==> config.mk <==
export PLATFORM = sky130hd
export DESIGN_NAME = switch_debounce4
export DESIGN_NICKNAME = d
export VERILOG_FILES = /design/src/rtl/switch_debounce4.sv
export SDC_FILE = /design/constraint.sdc
export NUM_CORES = 1
export LEC_CHECK = 0
export ABC_AREA = 1
export BUFFER_PORTS_ARGS = -buffer_cell sky130_fd_sc_hd__buf_2
export CAP_MARGIN = 20
export CORE_MARGIN = 4
export CORE_UTILIZATION = 47
export CTS_BUF_LIST = sky130_fd_sc_hd__clkbuf_8
export CTS_CLUSTER_DIAMETER = 120
export DETAILED_ROUTE_END_ITERATION = 8
export PLACE_DENSITY = 0.75
export SYNTH_ARGS = -nofsm -noshare
export SYNTH_HDL_FRONTEND = slang
export SYNTH_SLANG_ARGS = --single-unit
==> constraint.sdc <==
create_clock -name clk_i -period 2.1 [get_ports clk_i]
set_clock_uncertainty 0.15 [all_clocks]
set_input_delay 0.21 -clock clk_i [delete_from_list [all_inputs] [get_ports clk_i]]
set_output_delay 0.21 -clock clk_i [all_outputs]
set_load 0.01 [all_outputs]
==> src/rtl/switch_debounce4.sv <==
// Four-channel two-flop synchronizer and debouncer with registered level, rise, fall and change
// outputs. Each channel only accepts a new level after STABLE_CYCLES consecutive differing samples.
module switch_debounce4 #(
  parameter int unsigned STABLE_CYCLES = 50000,
  parameter int unsigned CNT_W         = 16
) (
  input  logic       clk_i,
  input  logic       rst_ni,
  input  logic [3:0] sw_i,
  output logic [3:0] sw_o,
  output logic [3:0] sw_rise_o,
  output logic [3:0] sw_fall_o,
  output logic       changed_o
);

  typedef enum logic [1:0] {
    StLoStable,
    StPendHi,
    StHiStable,
    StPendLo
  } state_e;

  localparam logic [CNT_W-1:0] CntLast = CNT_W'(STABLE_CYCLES - 1);

  logic [3:0]       s1_q, s_q;
  state_e           state_q [4];
  state_e           state_d [4];
  logic [CNT_W-1:0] cnt_q   [4];
  logic [CNT_W-1:0] cnt_d   [4];
  logic [3:0]       out_q, out_d;
  logic [3:0]       rise_q, rise_d;
  logic [3:0]       fall_q, fall_d;
  logic             changed_q, changed_d;

  always_comb begin
    rise_d = '0;
    fall_d = '0;
    for (int i = 0; i < 4; i++) begin
      state_d[i] = state_q[i];
      cnt_d[i]   = cnt_q[i];
      unique case (state_q[i])
        StLoStable: begin
          if (s_q[i]) begin
            state_d[i] = StPendHi;
            cnt_d[i]   = CNT_W'(1);
          end else begin
            cnt_d[i] = '0;
          end
        end
        StPendHi: begin
          if (!s_q[i]) begin
            // Run broke before acceptance: treat as a glitch.
            state_d[i] = StLoStable;
            cnt_d[i]   = '0;
          end else if (cnt_q[i] == CntLast) begin
            state_d[i] = StHiStable;
            cnt_d[i]   = '0;
            rise_d[i]  = 1'b1;
          end else begin
            cnt_d[i] = cnt_q[i] + CNT_W'(1);
          end
        end
        StHiStable: begin
          if (!s_q[i]) begin
            state_d[i] = StPendLo;
            cnt_d[i]   = CNT_W'(1);
          end else begin
            cnt_d[i] = '0;
          end
        end
        StPendLo: begin
          if (s_q[i]) begin
            state_d[i] = StHiStable;
            cnt_d[i]   = '0;
          end else if (cnt_q[i] == CntLast) begin
            state_d[i] = StLoStable;
            cnt_d[i]   = '0;
            fall_d[i]  = 1'b1;
          end else begin
            cnt_d[i] = cnt_q[i] + CNT_W'(1);
          end
        end
      endcase
    end
    out_d     = (out_q | rise_d) & ~fall_d;
    changed_d = |(rise_d | fall_d);
  end

  always_ff @(posedge clk_i) begin
    if (!rst_ni) begin
      s1_q      <= '0;
      s_q       <= '0;
      out_q     <= '0;
      rise_q    <= '0;
      fall_q    <= '0;
      changed_q <= 1'b0;
      for (int i = 0; i < 4; i++) begin
        state_q[i] <= StLoStable;
        cnt_q[i]   <= '0;
      end
    end else begin
      s1_q      <= sw_i;
      s_q       <= s1_q;
      out_q     <= out_d;
      rise_q    <= rise_d;
      fall_q    <= fall_d;
      changed_q <= changed_d;
      for (int i = 0; i < 4; i++) begin
        state_q[i] <= state_d[i];
        cnt_q[i]   <= cnt_d[i];
      end
    end
  end

  assign sw_o      = out_q;
  assign sw_rise_o = rise_q;
  assign sw_fall_o = fall_q;
  assign changed_o = changed_q;

endmodule

==> metrics.yaml, run 1 <==
synthTopCellsByArea: "dfxtp_1 40%, nor2_1 9.4%, nand2_1 9.0%"
htreeDepth: 3
cp-endpoint: "cnt_q[2][11]"
tightest_slew_ns: 0.426
leakage_uw: 0.00202
clk_latency_ns: 0.37
seqPwrFrac: 0.542
p_int_uw: 2530
setup_viol: 0
ys_seq_area_frac: 0.398
cpLargestDelayFamily: "simple AND/OR/NAND/NOR gates"
slew_violations: 0
vias: 3841
status: "finished clean"
cts-root-buf: "clkbuf_8"
grt_usage: 0.162
r2r_start: "cnt_q[2][0]"
io_pins: 19
required_ns: 2.22
timing.rr.end: "cnt_q[2][11]"
path_depth: 12
drv_cap: 0
syn_nets: 646
layout_min_cycle_time_ns: 1.81
ctsResizeCount: 0
drt_iter0_drc: 199
die_w_microns: 108
routedWlPerCell_microns: 10.9
ff2ff_path_depth: 12
fmax_mhz: 551
ir_drop_mv: 0.353
grt_overflow: 0
port_buffers: 18
dieArea_sq_um: 11600
crit_buf_inv: 3
rsz0062_at_grt: "false"
clkPwrFrac: 0.346
vias_per_cell: 4.87
dp_hpwl_microns: 6520
final_layout_size_suffix_gt1_frac: 0.157
post-route-drc-count: 0
antenna_found_initial: 0
wl_microns: 8600
relSlewSlack: 0.715
path_max_fanout: 13
postRouteAntennaNets: 0
swShare: 0.271
antennaDiodeCount: 0
worst_setup_path_end_kind: "flop"
drtPass1Iterations: 5
finalCritPeriodShare: 0.864
cts_sinks: 93
cts_setup_buffers: 0
row_count: 36
hold_ws_ns: 0.0254
cts_tree: "done"
ys_warn_count: 0
crit_path_start_kind: "flop"
critical_path_class: "flop to flop"
grt_max_degree: 17
p_comb_frac: 0.113
cpPeakStageDelay_ns: 0.35
yosysTopAreaCell: "dfxtp_1"
grt_pass1_wl_microns: 15600
worstPathArrival_ns: 1.93
synth_area_sq_um: 4680
clockBufferDepth: 2
avgSynthCellArea_sq_um: 7.49
die_h_microns: 108
tns_ns: 0
p_switching_uw: 942
hold_viol: 0
ys_types: 45
reg2reg_slack_ns: 0.29
critPathLaunch: "cnt_q[2][0]"
cts-buffers-inserted: 9
mostFrequentLayoutCell: "nor2_1"
place.gp.congestion: 0.800
crit_chain: "ha_1, nand2_1, nor2_4, inv_2, nor2_2, nand2_1, nand2_2, inv_2, nand2_2, inv_2, nand2_1, nor2_1"
cp_slowest_cell: "dfxtp_1"
layout_common_cells: "117 x nor2_1, 112 x nand2_1, 93 x dfxtp_1, 81 x inv_1, 34 x nand3_1"
hold_class: "input port to flop"
clk_pin_slew_ns: 0.09
synthToLayoutAreaGrowth_pct: 9.28
ys_ff_latch: 93
synth.top_cell.area_share: 0.398
synthCells: 625
core_sq_um: 9730
grt_pass1_vias: 3733
initial_core_util: 0.481
power_density_nw_per_um2: 679
nets: 672
synthesized netlist by cell type (all sizes together):
cell      n
nor2    129
nand2   122
dfxtp    93
inv      91
nand3    41
nor3     27
a21oi    19
o21ai    17
ha       15
nand4    13
xor2     13
buf       7
xnor2     7
nor3b     6
nand3b    5
o211ai    4
a31oi     3
or2       3
and3      2
clkbuf    2
nor4      2
o22ai     2
a211oi    1
o21bai    1
power by group through the flow:
stage / registers, uW / clock network (uW) / logic [uW]
after CTS: 1880 / 1230 / 393
after detailed placement: 1920 / 0 / 385
after floorplan: 1900 / 0 / 313
after global routing: 1890 / 1290 / 460
after global placement: 1910 / 0 / 359
final: 1880 / 1200 / 392
metrics by stage:
step | total power (uW) | utilization | instances | setup slack (ns) | cell area, sq um
floorplan | 2220 | - | 625 | 0.555 | 4680
finish | 3470 | 0.525 | 789 | 0.286 | 5110
detailed placement | 2310 | 0.501 | 769 | 0.278 | 4870
CTS | 3500 | 0.525 | 789 | 0.266 | 5110
global route | 3630 | 0.525 | 789 | 0.0893 | 5110
global placement | 2270 | 0.501 | 769 | 0.383 | 4870
final cells by class:
| cell class | instances | area (sq um) |
|---|---|---|
| inverters | 91 | 344 |
| clock buffers | 9 | 124 |
| fillers | 932 | 4620 |
| flip-flops and latches | 93 | 1860 |
| well taps | 133 | 166 |
| repair buffers | 24 | 145 |
| multi-input cells | 432 | 2400 |
| clock inverters | 7 | 73.8 |
layer usage:
metal / track usage / wire [microns] / up-vias / share of wire
met2: 0.278 / 4070 / 51 / 0.47
met4: 0.0631 / 125 / 0 / 0.015
met1: 0.200 / 4130 / 1747 / 0.48
met5: 0 / 0 / - / 0
met3: 0.0312 / 270 / 13 / 0.031
li1: - / - / 2030 / -
sequential cells by signal, indices dropped and copies added, names as in the netlist, named ones only:
name       cells
sw_rise_o      4
cnt_q         64
sw_fall_o      4
state_q        4
s_q            4
changed_o      1
sw_o           4
s1_q           4
worst min-delay path by stage:
stage	from	to	slack [ns]	cells past startpoint
floorplan	sw_i[0]	s1_q[0]	0.16	2
global placement	sw_i[3]	s1_q[3]	0.24	3
detailed placement	sw_i[1]	s1_q[1]	0.25	3
CTS	rst_ni	s_q[3]	0.02	3
global route	rst_ni	s1_q[2]	0.04	3
finish	rst_ni	s_q[3]	0.03	3
logic make-up (layout without fill, tap and decap cells):
| group | Yosys count | after routing | share of synthesized area |
|---|---|---|---|
| simple gates | 350 | 350 | 0.371 |
| compound gates | 47 | 47 | 0.0637 |
| xor+xnor | 20 | 20 | 0.0374 |
| flops | 93 | 93 | 0.398 |
| buf+inv | 100 | 131 | 0.0896 |
| fa+ha+maj | 15 | 15 | 0.0401 |
repair_timing:
action	CTS	global route
hold endpoints to repair	4	0
setup endpoints to repair	0	0
hold buffers	4	0
worst register-to-register path, stage by stage, from the launching register on:
cell	delay, ns
dfxtp_1	0.35
ha_1	0.17
nand2_1	0.10
nor2_4	0.14
inv_2	0.05
nor2_2	0.14
nand2_1	0.08
nand2_2	0.08
inv_2	0.04
nand2_2	0.23
inv_2	0.08
nand2_1	0.07
nor2_1	0.05
No activity file was read; power rests on OpenSTA's default activity.
==> run 2: changes to the inputs <==
- CTS_BUF_LIST: sky130_fd_sc_hd__clkbuf_8 -> sky130_fd_sc_hd__clkbuf_2
==> run 2 against run 1 <==
Against the previous run:
- count of clock-buffer cells in the layout is the same
- critical path depth shrank 5
- wire length grew 0.42%
- worst hold slack gained 0.26 ns
- non-clock buffer count grew 5
- sequential share of layout area grew 0.21 points
- cell count grew 0.63%
- clock power shrank 25%
- design area shrank 0.56%
- critical path type unchanged
- largest cell class unchanged
==> metrics.yaml, run 2 (synthesis results as in run 1) <==
row_count: 36  # unchanged
post-route-drc-count: 0  # unchanged
synthToLayoutAreaGrowth_pct: 8.67
place_inst: 769  # unchanged
dieArea_sq_um: 11600  # unchanged
grt_pass1_wl_microns: 15600  # about the same
layout_common_cells: "117 x nor2_1, 112 x nand2_1, 93 x dfxtp_1, 81 x inv_1, 34 x nand3_1"
dp_hpwl_microns: 6520  # unchanged
nets: 677  # +0.74%
port_buffers: 18  # unchanged
postRouteAntennaNets: 0  # unchanged
path_max_fanout: 12  # -1
antennaDiodeCount: 0  # unchanged
clk_pin_slew_ns: 0.24  # +0.15 ns
place_area_sq_um: 4870  # unchanged
fin_area_sq_um: 5080  # -0.56%
initial_core_util: 0.481  # unchanged
clockBufferDepth: 2  # unchanged
core_sq_um: 9730  # unchanged
ctsResizeCount: 0  # unchanged
worst_setup_path_end_kind: "flop"
cts-buffers-inserted: 9  # unchanged
vias: 3878  # +0.96%
final_util: 0.523  # -0.00296
critical_path_class: "flop to flop"
place.gp.congestion: 0.800  # unchanged
finalCritPeriodShare: 0.871  # +0.00751
io_pins: 19  # unchanged
drt_iter0_drc: 208  # +4.5%
cts-root-buf: "clkbuf_2"
regMostFlops: "cnt_q"
drv_cap: 0  # unchanged
tns_ns: 0  # unchanged
mostFrequentLayoutCell: "nor2_1"
power_density_nw_per_um2: 626  # -7.8%
final_cells: 794  # +0.63%
worstPathArrival_ns: 2.19  # +0.26 ns
routedWlPerCell_microns: 10.9  # -0.21%
layout_min_cycle_time_ns: 1.83  # +0.0158 ns
grt_pass1_vias: 3735  # +0.054%
cts_tree: "done"
hold_class: "flop to flop"
htreeDepth: 3  # unchanged
drtPass1Iterations: 4  # -1
hold_viol: 0  # unchanged
grt_overflow: 0  # unchanged
required_ns: 2.46  # +0.24 ns
vias_per_cell: 4.88  # +0.33%
wl_microns: 8630  # +0.42%
ir_drop_mv: 0.358  # +1.6%
status: "finished clean"
fmax_mhz: 547  # -0.86%
relSlewSlack: 0.723  # +0.00755
grt_usage: 0.163  # +0.000232
slew_violations: 0  # unchanged
grt_max_degree: 17  # unchanged
crit_path_start_kind: "flop"
clk_latency_ns: 0.55  # +0.18 ns
design_power_total_uw: 3180  # -8.3%
die_h_microns: 108  # unchanged
fillCellCount: 946  # +1.5%
cts_sinks: 93  # unchanged
tightest_slew_ns: 0.415  # -0.0113 ns
die_w_microns: 108  # unchanged
antenna_found_initial: 0  # unchanged
final_layout_size_suffix_gt1_frac: 0.156  # -0.00119
largest_register_ffs: 64  # unchanged
setup_viol: 0  # unchanged
leakage_uw: 0.00201  # -0.60%
rsz0062_at_grt: "false"
==> run 2: area by class of cell <==
cell class | instances | area, sq um | share of cell area
inverters | 91 | 344 | 0.0677
repair buffers | 29 | 195 | 0.0384
flip-flops and latches | 93 | 1860 | 0.366
clock inverters | 7 | 73.8 | 0.0145
well taps | 133 | 166 | 0.0327
clock buffers | 9 | 45.0 | 0.00886
multi-input cells | 432 | 2400 | 0.472
==> run 2: worst max-delay path, cell delays in order, from the launching register on <==
cell and delay [ns]:
dfxtp_1 0.48, ha_1 0.19, inv_1 0.05, o21ai_1 0.20, nand4_2 0.35, inv_1 0.22
nand2_1 0.07, nor2_1 0.08
==> run 2: metal layers <==
layer,vias up,share of wire,GRT usage,wire length (microns)
li1,2040,-,-,-
met1,1770,0.48,0.203,4160
met2,53,0.47,0.279,4060
met3,15,0.028,0.0222,241
met4,0,0.019,0.0694,164
met5,-,0,0,0
==> run 2: path summary, 6_finish.rpt <==
kind                 startpoint      endpoint  slack [ns]  cells past startpoint
setup / recovery  state_q[1][0]  cnt_q[1][12]        0.27                      7
hold / removal          s1_q[3]        s_q[3]        0.28                      2
setup reg to reg  state_q[1][0]  cnt_q[1][12]        0.27                      7
hold reg to reg         s1_q[3]        s_q[3]        0.28                      2
==> run 2: repair_timing <==
| item | in CTS | in global routing |
|---|---|---|
| hold buffers | 9 | 0 |
| endpoints found under the hold margin | 20 | 0 |
| setup buffers | 0 | 0 |
==> run 2: stage by stage <==
step | hold WS, ns | setup WS, ns
3_5_place_dp | 0.251 | 0.278
3_3_place_gp | 0.242 | 0.383
4_1_cts | 0.297 | 0.257
6_report | 0.283 | 0.271
2_1_floorplan | 0.158 | 0.555
5_1_grt | 0.313 | 0.0727
==> run 2: where the power goes <==
| part | switching [uW] | total, uW | internal, uW |
|---|---|---|---|
| Combinational | 237 | 400 | 164 |
| Clock | 616 | 895 | 280 |
| Sequential | 63.2 | 1890 | 1820 |
| Total | 915 | 3180 | 2270 |
